===== src/rtl/hack_rom_loader_if.sv =====
// Byte-stream, ROM-write and status signals of the HACK boot loader.
// The host drives start and the byte stream; the loader drives everything else.
interface hack_rom_loader_if;
    logic        start;
    logic [7:0]  rx_data;
    logic        rx_valid;
    logic        rx_ready;
    logic        rom_load;
    logic [14:0] rom_addr;
    logic [15:0] rom_data;
    logic        cpu_hold;
    logic        busy;
    logic        done;
    logic        error;
    logic [14:0] words_loaded;

    modport master (
        output start, rx_data, rx_valid,
        input  rx_ready, rom_load, rom_addr, rom_data,
        input  cpu_hold, busy, done, error, words_loaded
    );

    modport slave (
        input  start, rx_data, rx_valid,
        output rx_ready, rom_load, rom_addr, rom_data,
        output cpu_hold, busy, done, error, words_loaded
    );
endinterface


===== src/rtl/hack_rom_loader.sv =====
// Boot sequencer for the HACK instruction ROM: receives a length-prefixed,
// checksummed big-endian word stream, writes it to ROM, then releases the CPU.
module hack_rom_loader #(
    parameter int unsigned MAX_WORDS = 16384
) (
    input  logic              clk,
    input  logic              rst,
    hack_rom_loader_if.slave  bus
);
    localparam int unsigned AW = 15;
    localparam int unsigned DW = 16;
    localparam int unsigned BW = 8;

    typedef enum logic [3:0] {
        IDLE, LEN_HI, LEN_LO, DATA_HI, DATA_LO, WRITE, CHECK, RUN, ERROR
    } state_e;

    state_e         state;
    logic [BW-1:0]  len_hi_q;
    logic [DW-1:0]  len_q;
    logic [BW-1:0]  word_hi_q;
    logic [BW-1:0]  csum_q;
    logic [AW-1:0]  addr_q;
    logic [AW-1:0]  words_q;

    logic           rx_ready_q;
    logic           rom_load_q;
    logic [AW-1:0]  rom_addr_q;
    logic [DW-1:0]  rom_data_q;
    logic           cpu_hold_q;
    logic           busy_q;
    logic           done_q;
    logic           error_q;

    // Byte handshake and decode of the incoming length / word count.
    logic           accept;
    logic [DW-1:0]  len_in;
    logic           len_bad;
    logic           last_word;

    assign accept    = bus.rx_valid & rx_ready_q;
    assign len_in    = {len_hi_q, bus.rx_data};
    assign len_bad   = (len_in == '0) || (32'(len_in) > MAX_WORDS);
    assign last_word = (DW'(words_q) + DW'(1)) == len_q;

    // Sequencer; every output register is updated on the edge that enters its state.
    always_ff @(posedge clk or posedge rst) begin
        if (rst) begin
            state      <= IDLE;
            len_hi_q   <= '0;
            len_q      <= '0;
            word_hi_q  <= '0;
            csum_q     <= '0;
            addr_q     <= '0;
            words_q    <= '0;
            rx_ready_q <= 1'b0;
            rom_load_q <= 1'b0;
            rom_addr_q <= '0;
            rom_data_q <= '0;
            cpu_hold_q <= 1'b1;
            busy_q     <= 1'b0;
            done_q     <= 1'b0;
            error_q    <= 1'b0;
        end else begin
            rom_load_q <= 1'b0;
            case (state)
                IDLE, RUN, ERROR: begin
                    if (bus.start) begin
                        state      <= LEN_HI;
                        addr_q     <= '0;
                        words_q    <= '0;
                        csum_q     <= '0;
                        done_q     <= 1'b0;
                        error_q    <= 1'b0;
                        cpu_hold_q <= 1'b1;
                        busy_q     <= 1'b1;
                        rx_ready_q <= 1'b1;
                    end
                end

                LEN_HI: begin
                    if (accept) begin
                        len_hi_q <= bus.rx_data;
                        state    <= LEN_LO;
                    end
                end

                LEN_LO: begin
                    if (accept) begin
                        len_q <= len_in;
                        if (len_bad) begin
                            state      <= ERROR;
                            busy_q     <= 1'b0;
                            rx_ready_q <= 1'b0;
                            error_q    <= 1'b1;
                        end else begin
                            state <= DATA_HI;
                        end
                    end
                end

                DATA_HI: begin
                    if (accept) begin
                        word_hi_q <= bus.rx_data;
                        csum_q    <= csum_q + bus.rx_data;
                        state     <= DATA_LO;
                    end
                end

                // The write strobe and its address/data are registered here so
                // they are valid for exactly the WRITE cycle.
                DATA_LO: begin
                    if (accept) begin
                        csum_q     <= csum_q + bus.rx_data;
                        rom_load_q <= 1'b1;
                        rom_addr_q <= addr_q;
                        rom_data_q <= {word_hi_q, bus.rx_data};
                        rx_ready_q <= 1'b0;
                        state      <= WRITE;
                    end
                end

                WRITE: begin
                    addr_q     <= addr_q + AW'(1);
                    words_q    <= words_q + AW'(1);
                    rx_ready_q <= 1'b1;
                    state      <= last_word ? CHECK : DATA_HI;
                end

                CHECK: begin
                    if (accept) begin
                        busy_q     <= 1'b0;
                        rx_ready_q <= 1'b0;
                        if (bus.rx_data == csum_q) begin
                            state      <= RUN;
                            done_q     <= 1'b1;
                            cpu_hold_q <= 1'b0;
                        end else begin
                            state   <= ERROR;
                            error_q <= 1'b1;
                        end
                    end
                end

                default: begin
                    state      <= IDLE;
                    rx_ready_q <= 1'b0;
                    busy_q     <= 1'b0;
                    cpu_hold_q <= 1'b1;
                end
            endcase
        end
    end

    assign bus.rx_ready     = rx_ready_q;
    assign bus.rom_load     = rom_load_q;
    assign bus.rom_addr     = rom_addr_q;
    assign bus.rom_data     = rom_data_q;
    assign bus.cpu_hold     = cpu_hold_q;
    assign bus.busy         = busy_q;
    assign bus.done         = done_q;
    assign bus.error        = error_q;
    assign bus.words_loaded = words_q;

endmodule


===== src/flat_wrapper.sv =====
// flat-port wrapper written by rule: the top's interface ports become plain ports
module hack_rom_loader_flat 
#(
    parameter int unsigned MAX_WORDS = 16384
)
  (clk, rst, bus_start, bus_rx_data, bus_rx_valid, bus_rx_ready, bus_rom_load, bus_rom_addr, bus_rom_data, bus_cpu_hold, bus_busy, bus_done, bus_error, bus_words_loaded);
  hack_rom_loader_if bus_i ();
  input  logic clk;
  input  logic rst;
  input wire logic [$bits(bus_i.start)-1:0] bus_start;
  input wire logic [$bits(bus_i.rx_data)-1:0] bus_rx_data;
  input wire logic [$bits(bus_i.rx_valid)-1:0] bus_rx_valid;
  output wire logic [$bits(bus_i.rx_ready)-1:0] bus_rx_ready;
  output wire logic [$bits(bus_i.rom_load)-1:0] bus_rom_load;
  output wire logic [$bits(bus_i.rom_addr)-1:0] bus_rom_addr;
  output wire logic [$bits(bus_i.rom_data)-1:0] bus_rom_data;
  output wire logic [$bits(bus_i.cpu_hold)-1:0] bus_cpu_hold;
  output wire logic [$bits(bus_i.busy)-1:0] bus_busy;
  output wire logic [$bits(bus_i.done)-1:0] bus_done;
  output wire logic [$bits(bus_i.error)-1:0] bus_error;
  output wire logic [$bits(bus_i.words_loaded)-1:0] bus_words_loaded;
  assign bus_i.start = bus_start;
  assign bus_i.rx_data = bus_rx_data;
  assign bus_i.rx_valid = bus_rx_valid;
  assign bus_rx_ready = bus_i.rx_ready;
  assign bus_rom_load = bus_i.rom_load;
  assign bus_rom_addr = bus_i.rom_addr;
  assign bus_rom_data = bus_i.rom_data;
  assign bus_cpu_hold = bus_i.cpu_hold;
  assign bus_busy = bus_i.busy;
  assign bus_done = bus_i.done;
  assign bus_error = bus_i.error;
  assign bus_words_loaded = bus_i.words_loaded;
  hack_rom_loader #(.MAX_WORDS(MAX_WORDS)) u_core (.clk(clk), .rst(rst), .bus(bus_i));
endmodule

===== config.mk =====
export PLATFORM = sky130hd
export DESIGN_NAME = hack_rom_loader_flat
export DESIGN_NICKNAME = d
export VERILOG_FILES = /design/src/rtl/hack_rom_loader_if.sv /design/src/rtl/hack_rom_loader.sv /design/src/flat_wrapper.sv
export SDC_FILE = /design/constraint.sdc
export NUM_CORES = 1
export LEC_CHECK = 0
export ABC_AREA = 1
export CORE_MARGIN = 3
export CORE_UTILIZATION = 30
export DETAILED_ROUTE_END_ITERATION = 8
export PLACE_DENSITY = 0.53
export SLEW_MARGIN = 20
export SYNTH_ARGS = -nofsm -noshare
export SYNTH_HDL_FRONTEND = slang
export SYNTH_SLANG_ARGS = --single-unit

===== constraint.sdc =====
create_clock -name clk -period 4.45 [get_ports clk]
set_input_delay 0.89 -clock clk [delete_from_list [all_inputs] [get_ports clk]]
set_output_delay 0.89 -clock clk [all_outputs]
set_load 0.02 [all_outputs]

==> results of run 1 <==
[sequential cells by signal, indices dropped and copies added, names as in the netlist]
signal                   flops
u_core.bus.done              1
u_core.addr_q               15
u_core.bus.rx_ready          1
u_core.bus.cpu_hold          1
u_core.bus.rom_data         16
u_core.bus.rom_addr         15
u_core.len_q                16
u_core.state                 4
u_core.len_hi_q              8
u_core.bus.rom_load          1
u_core.bus.busy              1
u_core.csum_q                8
u_core.bus.error             1
u_core.bus.words_loaded     15
u_core.word_hi_q             8
[layer usage]
metal	global-route usage (%)	routed length (µm)
met1	21.4	7410
met2	23.7	6650
met3	3.27	595
met4	3.68	167
met5	0	0
[worst paths after layout]
check | from | slack [ns] | end
worst max-delay path | bus_rx_valid | 1.90 | u_core.bus.rom_addr[7]$_DFFE_PP0P_
worst min-delay path | u_core.bus.rom_addr[13]$_DFFE_PP0P_ | 0.48 | u_core.bus.rom_addr[13]$_DFFE_PP0P_
worst max register to register | u_core.state[2]$_DFFE_PP0P_ | 2.10 | u_core.bus.rom_addr[7]$_DFFE_PP0P_
worst min register to register | u_core.bus.rom_addr[13]$_DFFE_PP0P_ | 0.48 | u_core.bus.rom_addr[13]$_DFFE_PP0P_
max in group asynchronous | rst | 2.66 | u_core.bus.cpu_hold$_DFFE_PP1P_
min in group asynchronous | rst | 0.98 | u_core.bus.words_loaded[9]$_DFFE_PP0P_
[power by group through the flow]
| stage | combinational, W | sequential [W] | clock, W |
|---|---|---|---|
| after floorplan | 0.000798 | 0.00154 | 0 |
| after global placement | 0.00129 | 0.00149 | 0 |
| after detailed placement | 0.00130 | 0.00149 | 0 |
| after CTS | 0.00130 | 0.00148 | 0.000864 |
| after global routing | 0.00148 | 0.00151 | 0.000905 |
| final | 0.00129 | 0.00147 | 0.000843 |
[cell usage after synthesis (3+ instances only)]
master	n	area (µm²)
o21ai_0	74	370
nor3_1	6	30.0
nor4_1	4	25.0
ha_1	9	113
nand3_1	53	265
o21ai_1	8	40.0
inv_2	8	30.0
o22ai_1	12	75.1
dfrtp_1	110	2750
nand3b_1	5	37.5
a21oi_1	9	45.0
nand2_2	3	18.8
nand4_1	14	87.6
clkbuf_1	10	37.5
nor2_1	38	143
nor2_4	8	90.1
nor2_2	7	43.8
nand2_1	218	818
xor2_1	5	43.8
inv_1	90	338
buf_2	5	25.0
[logic make-up after synthesis]
logic type	synth area share, %
DFF	48.2
adders and majority gates	2.30
and+or+nand+nor	28.6
xor gates and xnor gates	1.45
AOI/OAI and AO/OA	11.9
buffers and inverters	7.47
[worst reg2reg max path: stages, from the launching register on]
cell	delay, ns
dfrtp_1	0.45
inv_2	0.08
nor2_4	0.13
inv_1	0.06
nor2_2	0.15
inv_2	0.08
nor2_2	0.47
inv_2	0.50
nand2_1	0.19
o21ai_0	0.09
[metrics by stage]
| stage | hold WS, ns | setup WS (ns) | instance area (µm²) | utilization [%] |
|---|---|---|---|---|
| floorplan | 0.446 | 0.631 | 5760 | - |
| global placement | 0.460 | 1.46 | 6650 | 35.4 |
| detailed placement | 0.464 | 1.42 | 6650 | 35.4 |
| CTS | 0.484 | 1.79 | 6940 | 37.0 |
| global route | 0.502 | 1.63 | 6940 | 37.0 |
| finish | 0.478 | 1.90 | 6940 | 37.0 |
[layout make-up]
cell class | instances | area, µm² | share of cell area, %
Sequential cell | 111 | 2780 | 40.0
Clock inverter | 4 | 55.1 | 0.793
Multi-Input combinational cell | 501 | 2550 | 36.8
Tap cell | 234 | 293 | 4.22
Inverter | 98 | 370 | 5.33
Timing Repair Buffer | 64 | 651 | 9.37
Clock buffer | 11 | 243 | 3.50
==> summary.txt, run 1 <==
CTS tree: yes
Slew headroom: 41.9%
Final wirelength: 14800 µm
Port bufs: 63
Initial core utilization: 30.7%
Core Box Area: 18800 µm²
Tot GR Track Use: 15.1%
PwrDens: 520 nW/µm²
WHS Path Cells: 2
Critical path capture point type: register
Grt ovf: 0
Slew @ Worst Pin: 0.870 ns
Asr flop ratio synth: 100%
RSZ-0062 raised after global routing: false
Routed WL per cell: 14.5 µm
Dpl hpwl: 10700 µm
Crit Path Max Fanout: 52
Logic pwr share: 35.8%
Syn nets: 747
Clock Power Share: 23.4%
Slowest-stage cell, CP: nor2_2
Post-synthesis sequential area ratio: 48.2%
Die area: 20900 µm²
Clk_lat worst skew: 0.36 ns
Avg Synthesized Cell Area: 7.95 µm²
Outcome: completed
Largest net degree at the start of global routing: 60
Setup violators final: 0
Register share of total power: 40.9%
Detailed Routing Iterations Pass 1: 5
Clock-pin slew on the worst setup and hold paths: 0.07 ns
Internal: 0.00223 W
Number of synthesized flops with an enable pin: 0
Vias: 4888
Gate Count Post-Synth: 725
Final Hold Viols: 0
Die X: 145 µm
Switching Fraction: 38.1%
Number of cells on the worst reg-to-reg path: 9
Layout area overhead: 20.5%
#FFs+latches synth: 111
Initial antenna violation count: 0
Rows: 50
H-tree levels: 3
Pleak: 3.24 nW
Global-route wire length before repair: 24800 µm
Die Y: 145 µm
# clock sinks: 111
Commonest non-fill, non-tap cells in the layout: nand2_1 (218), dfrtp_1 (110), inv_1 (89)
CP bufs+invs: 2
CP cell instances: clkdlybuf4s50_1 -> nand2_1 -> nor2_2 -> inv_2 -> nand2_1 -> o21ai_0
Yosys cell types: 43
I/O pin count: 64
Worst Path Required: 4.66 ns
Final clock skew: 0.00822 ns
Hold WC Path Type: register to register
Max clock buf depth: 2
WS Path Type: input port to register
Finished Layout Cells: 1023
Cts hold-fix bufs: 0
Achievable Freq: 0.392 GHz
Netlist Area Pre-Place: 5760 µm²
Vias per inst: 4.78
Vias in the first global route: 4745
Setup bufs post-CTS: 0
Placed Cells: 1008
WP data arrival: 2.76 ns
Post-route DRC violation count: 0
Synth warnings: 0
Final net count: 807
Iter 0 DRT Violations: 270
Most used cell along the critical path: nand2_1
Largest stage delay, worst path: 0.52 ns
Layout cells sized above 1: 6.72%
Switching pwr: 0.00137 W
CTS Buf Count: 9
Min Clock Period, post-route: 2.55 ns
CP delay by family, top: buffers and inverters
Critical path depth in cells: 6
Ys flop type: dfrtp_1
Final Max Tran Viols: 0
# Max-Cap Violations: 0
Antenna diodes: 0
Worst setup SP type: input port
Resize count post-CTS: 0
Commonest non-fill, non-tap cell in the layout: nand2_1
Setup TNS Final: 0 ns
Root buffer cell: clkbuf_16
RePlAce Congestion: 0.886
Final ANT Viol Nets: 0
Tcrit/Tclk final: 57.3%
Layout fillers: 1994
Overall power: 0.00361 W
VDD IR max: 224 µV
No activity file was read; power rests on OpenSTA's default activity.
==> run 2: changes to the inputs <==
Settings changed: PLACE_DENSITY 0.53 to 0.55.
Clock period 4.45 ns to 2.1 ns, I/O delays scaled along.
==> summary.txt, run 2 (synthesized netlist as in run 1, its figures left out) <==
Outcome: completed
Max clock buf depth: 2 (unchanged)
Clock-pin slew on the worst setup and hold paths: 0.08 ns (about the same)
Port bufs: 63 (unchanged)
Root buffer cell: clkbuf_16
WS Path Type: register to output pin
Layout area overhead: 28.9%
Placed inst area: 6910 µm² (+4.0%)
Slew headroom: 48.5% (+6.6 points)
Tcrit/Tclk final: 95.7%
Largest net degree at the start of global routing: 53 (-12%)
CTS tree: yes
Final ANT Viol Nets: 0 (unchanged)
Initial antenna violation count: 0 (unchanged)
Die X: 145 µm (unchanged)
Cts hold-fix bufs: 0 (unchanged)
H-tree levels: 3 (unchanged)
Final Max Tran Viols: 0 (unchanged)
Final net count: 852 (+5.6%)
Die area: 20900 µm² (unchanged)
Commonest non-fill, non-tap cell in the layout: nand2_1
Critical path capture point type: output pin
Global-route wire length before repair: 24700 µm (-0.33%)
I/O pin count: 64 (unchanged)
# clock sinks: 111 (unchanged)
Achievable Freq: 0.498 GHz
Core Box Area: 18800 µm² (unchanged)
Setup violators final: 0 (unchanged)
Crit Path Max Fanout: 3 (-94%)
Min Clock Period, post-route: 2.01 ns
Antenna diodes: 0 (unchanged)
Dpl hpwl: 11100 µm (+3.7%)
RSZ-0062 raised after global routing: true
Final wirelength: 15200 µm (+2.6%)
Worst Path Required: 1.68 ns (-2.98 ns)
Vias in the first global route: 4747 (+0.042%)
Tot GR Track Use: 14.9% (-0.23 points)
Hold WC Path Type: input port to asynchronous set/reset pin
PwrDens: 1060 nW/µm² (+100%)
Final hold slack: 0.362 ns (-0.116 ns)
# Max-Cap Violations: 0 (unchanged)
Final clock skew: 0.00810 ns (-0.000122 ns)
Layout fillers: 1940 (-2.7%)
Die Y: 145 µm (unchanged)
RePlAce Congestion: 0.883 (-0.28%)
Commonest non-fill, non-tap cells in the layout: nand2_1 (207), dfrtp_1 (104), inv_1 (89)
Setup ws final: 0.0908 ns (-1.81 ns)
Iter 0 DRT Violations: 297 (+10%)
Clk_lat worst skew: 0.36 ns (about the same)
Detailed Routing Iterations Pass 1: 5 (unchanged)
WP data arrival: 1.59 ns (-1.17 ns)
CTS Buf Count: 9 (unchanged)
VDD IR max: 462 µV (+110%)
Vias per inst: 4.72 (-1.2%)
Post-route cell area: 7430 µm² (+7.0%)
Initial core utilization: 30.7% (unchanged)
Core Util, Final: 39.6% (+2.6 points)
Vias: 5045 (+3.2%)
Slew @ Worst Pin: 0.771 ns (-0.0983 ns)
Worst setup SP type: register
Routed WL per cell: 14.2 µm (-1.8%)
Post-route DRC violation count: 0 (unchanged)
Grt ovf: 0 (unchanged)
Final Hold Viols: 0 (unchanged)
Pleak: 3.49 nW (+7.6%)
Place WS: -0.239 ns (-1.66 ns)
Layout cells sized above 1: 15.3% (+8.6 points)
Rows: 50 (unchanged)
[run 2: cell types whose count changed in the layout (fill, tap and decap cells not counted), moves of 2 or more]
| cell | before | now |
|---|---|---|
| buf_12 | 1 | 4 |
| buf_4 | 0 | 38 |
| buf_6 | 0 | 3 |
| dfrtp_1 | 110 | 104 |
| dfrtp_2 | 0 | 6 |
| inv_6 | 1 | 3 |
| inv_8 | 0 | 3 |
| nand2_1 | 218 | 207 |
| nand2_2 | 3 | 12 |
| nand2_4 | 1 | 3 |
| nand3_1 | 53 | 48 |
| nand3_2 | 2 | 7 |
| nor2_1 | 38 | 33 |
| nor2_2 | 7 | 12 |
[run 2: path summary, 6_finish.rpt]
path / cells past startpoint / slack, ns / endpoint / from
setup / recovery: 3 / 0.09 / bus_words_loaded[1] / u_core.bus.words_loaded[1]$_DFFE_PP0P_
hold / removal: 2 / 0.36 / u_core.bus.words_loaded[9]$_DFFE_PP0P_ / rst
setup reg to reg: 17 / 0.12 / u_core.state[0]$_DFFE_PP0P_ / u_core.bus.words_loaded[0]$_DFFE_PP0P_
hold reg to reg: 2 / 0.48 / u_core.bus.rom_data[11]$_DFFE_PP0P_ / u_core.bus.rom_data[11]$_DFFE_PP0P_
max in group asynchronous: 3 / 1.15 / u_core.bus.cpu_hold$_DFFE_PP1P_ / rst
min in group clk: 2 / 0.48 / u_core.bus.rom_data[11]$_DFFE_PP0P_ / u_core.bus.rom_data[11]$_DFFE_PP0P_
[run 2: metrics by stage]
stage	TNS [ns]	power, W	cells
after global placement	-1.08	0.00609	1040
final	0	0.00786	1069
after CTS	0	0.00786	1056
after detailed placement	-1.28	0.00608	1040
after global routing	-0.105	0.00851	1069
after floorplan	0	0.00495	725
[run 2: routing by layer]
| metal | share of wire (%) | vias up | GRT usage (%) |
|---|---|---|---|
| met2 | 44 | 98 | 22.5 |
| li1 | - | 2581 | - |
| met5 | 0 | - | 0 |
| met1 | 50 | 2347 | 22.0 |
| met4 | 1.4 | 0 | 3.63 |
| met3 | 4.0 | 19 | 2.78 |
[run 2: power breakdown]
part / switching, W / total (W) / internal (W)
Combinational: 0.00172 / 0.00301 / 0.00129
Clock: 0.000888 / 0.00174 / 0.000848
Sequential: 0.000424 / 0.00312 / 0.00269
Total: 0.00303 / 0.00786 / 0.00483
[run 2: area by class of cell]
type | count | area, µm² | area share, %
clock buffers | 9 | 225 | 3.03
clock inverters | 7 | 68.8 | 0.927
inverters | 98 | 372 | 5.00
multi-input cells | 502 | 2650 | 35.7
flip-flops and latches | 111 | 2790 | 37.5
well taps | 234 | 293 | 3.94
repair buffers | 108 | 1030 | 13.9
[run 2: critical path, stage by stage, from the launching register on]
cell	delay [ns]
dfrtp_1	0.41
buf_6	0.13
buf_4	0.11
clkdlybuf4s50_1	0.59
[run 2: timing repair]
action,4_1_cts,5_1_grt
setup buffers,0,12
resized for setup,0,37
setup endpoints to repair,0,3
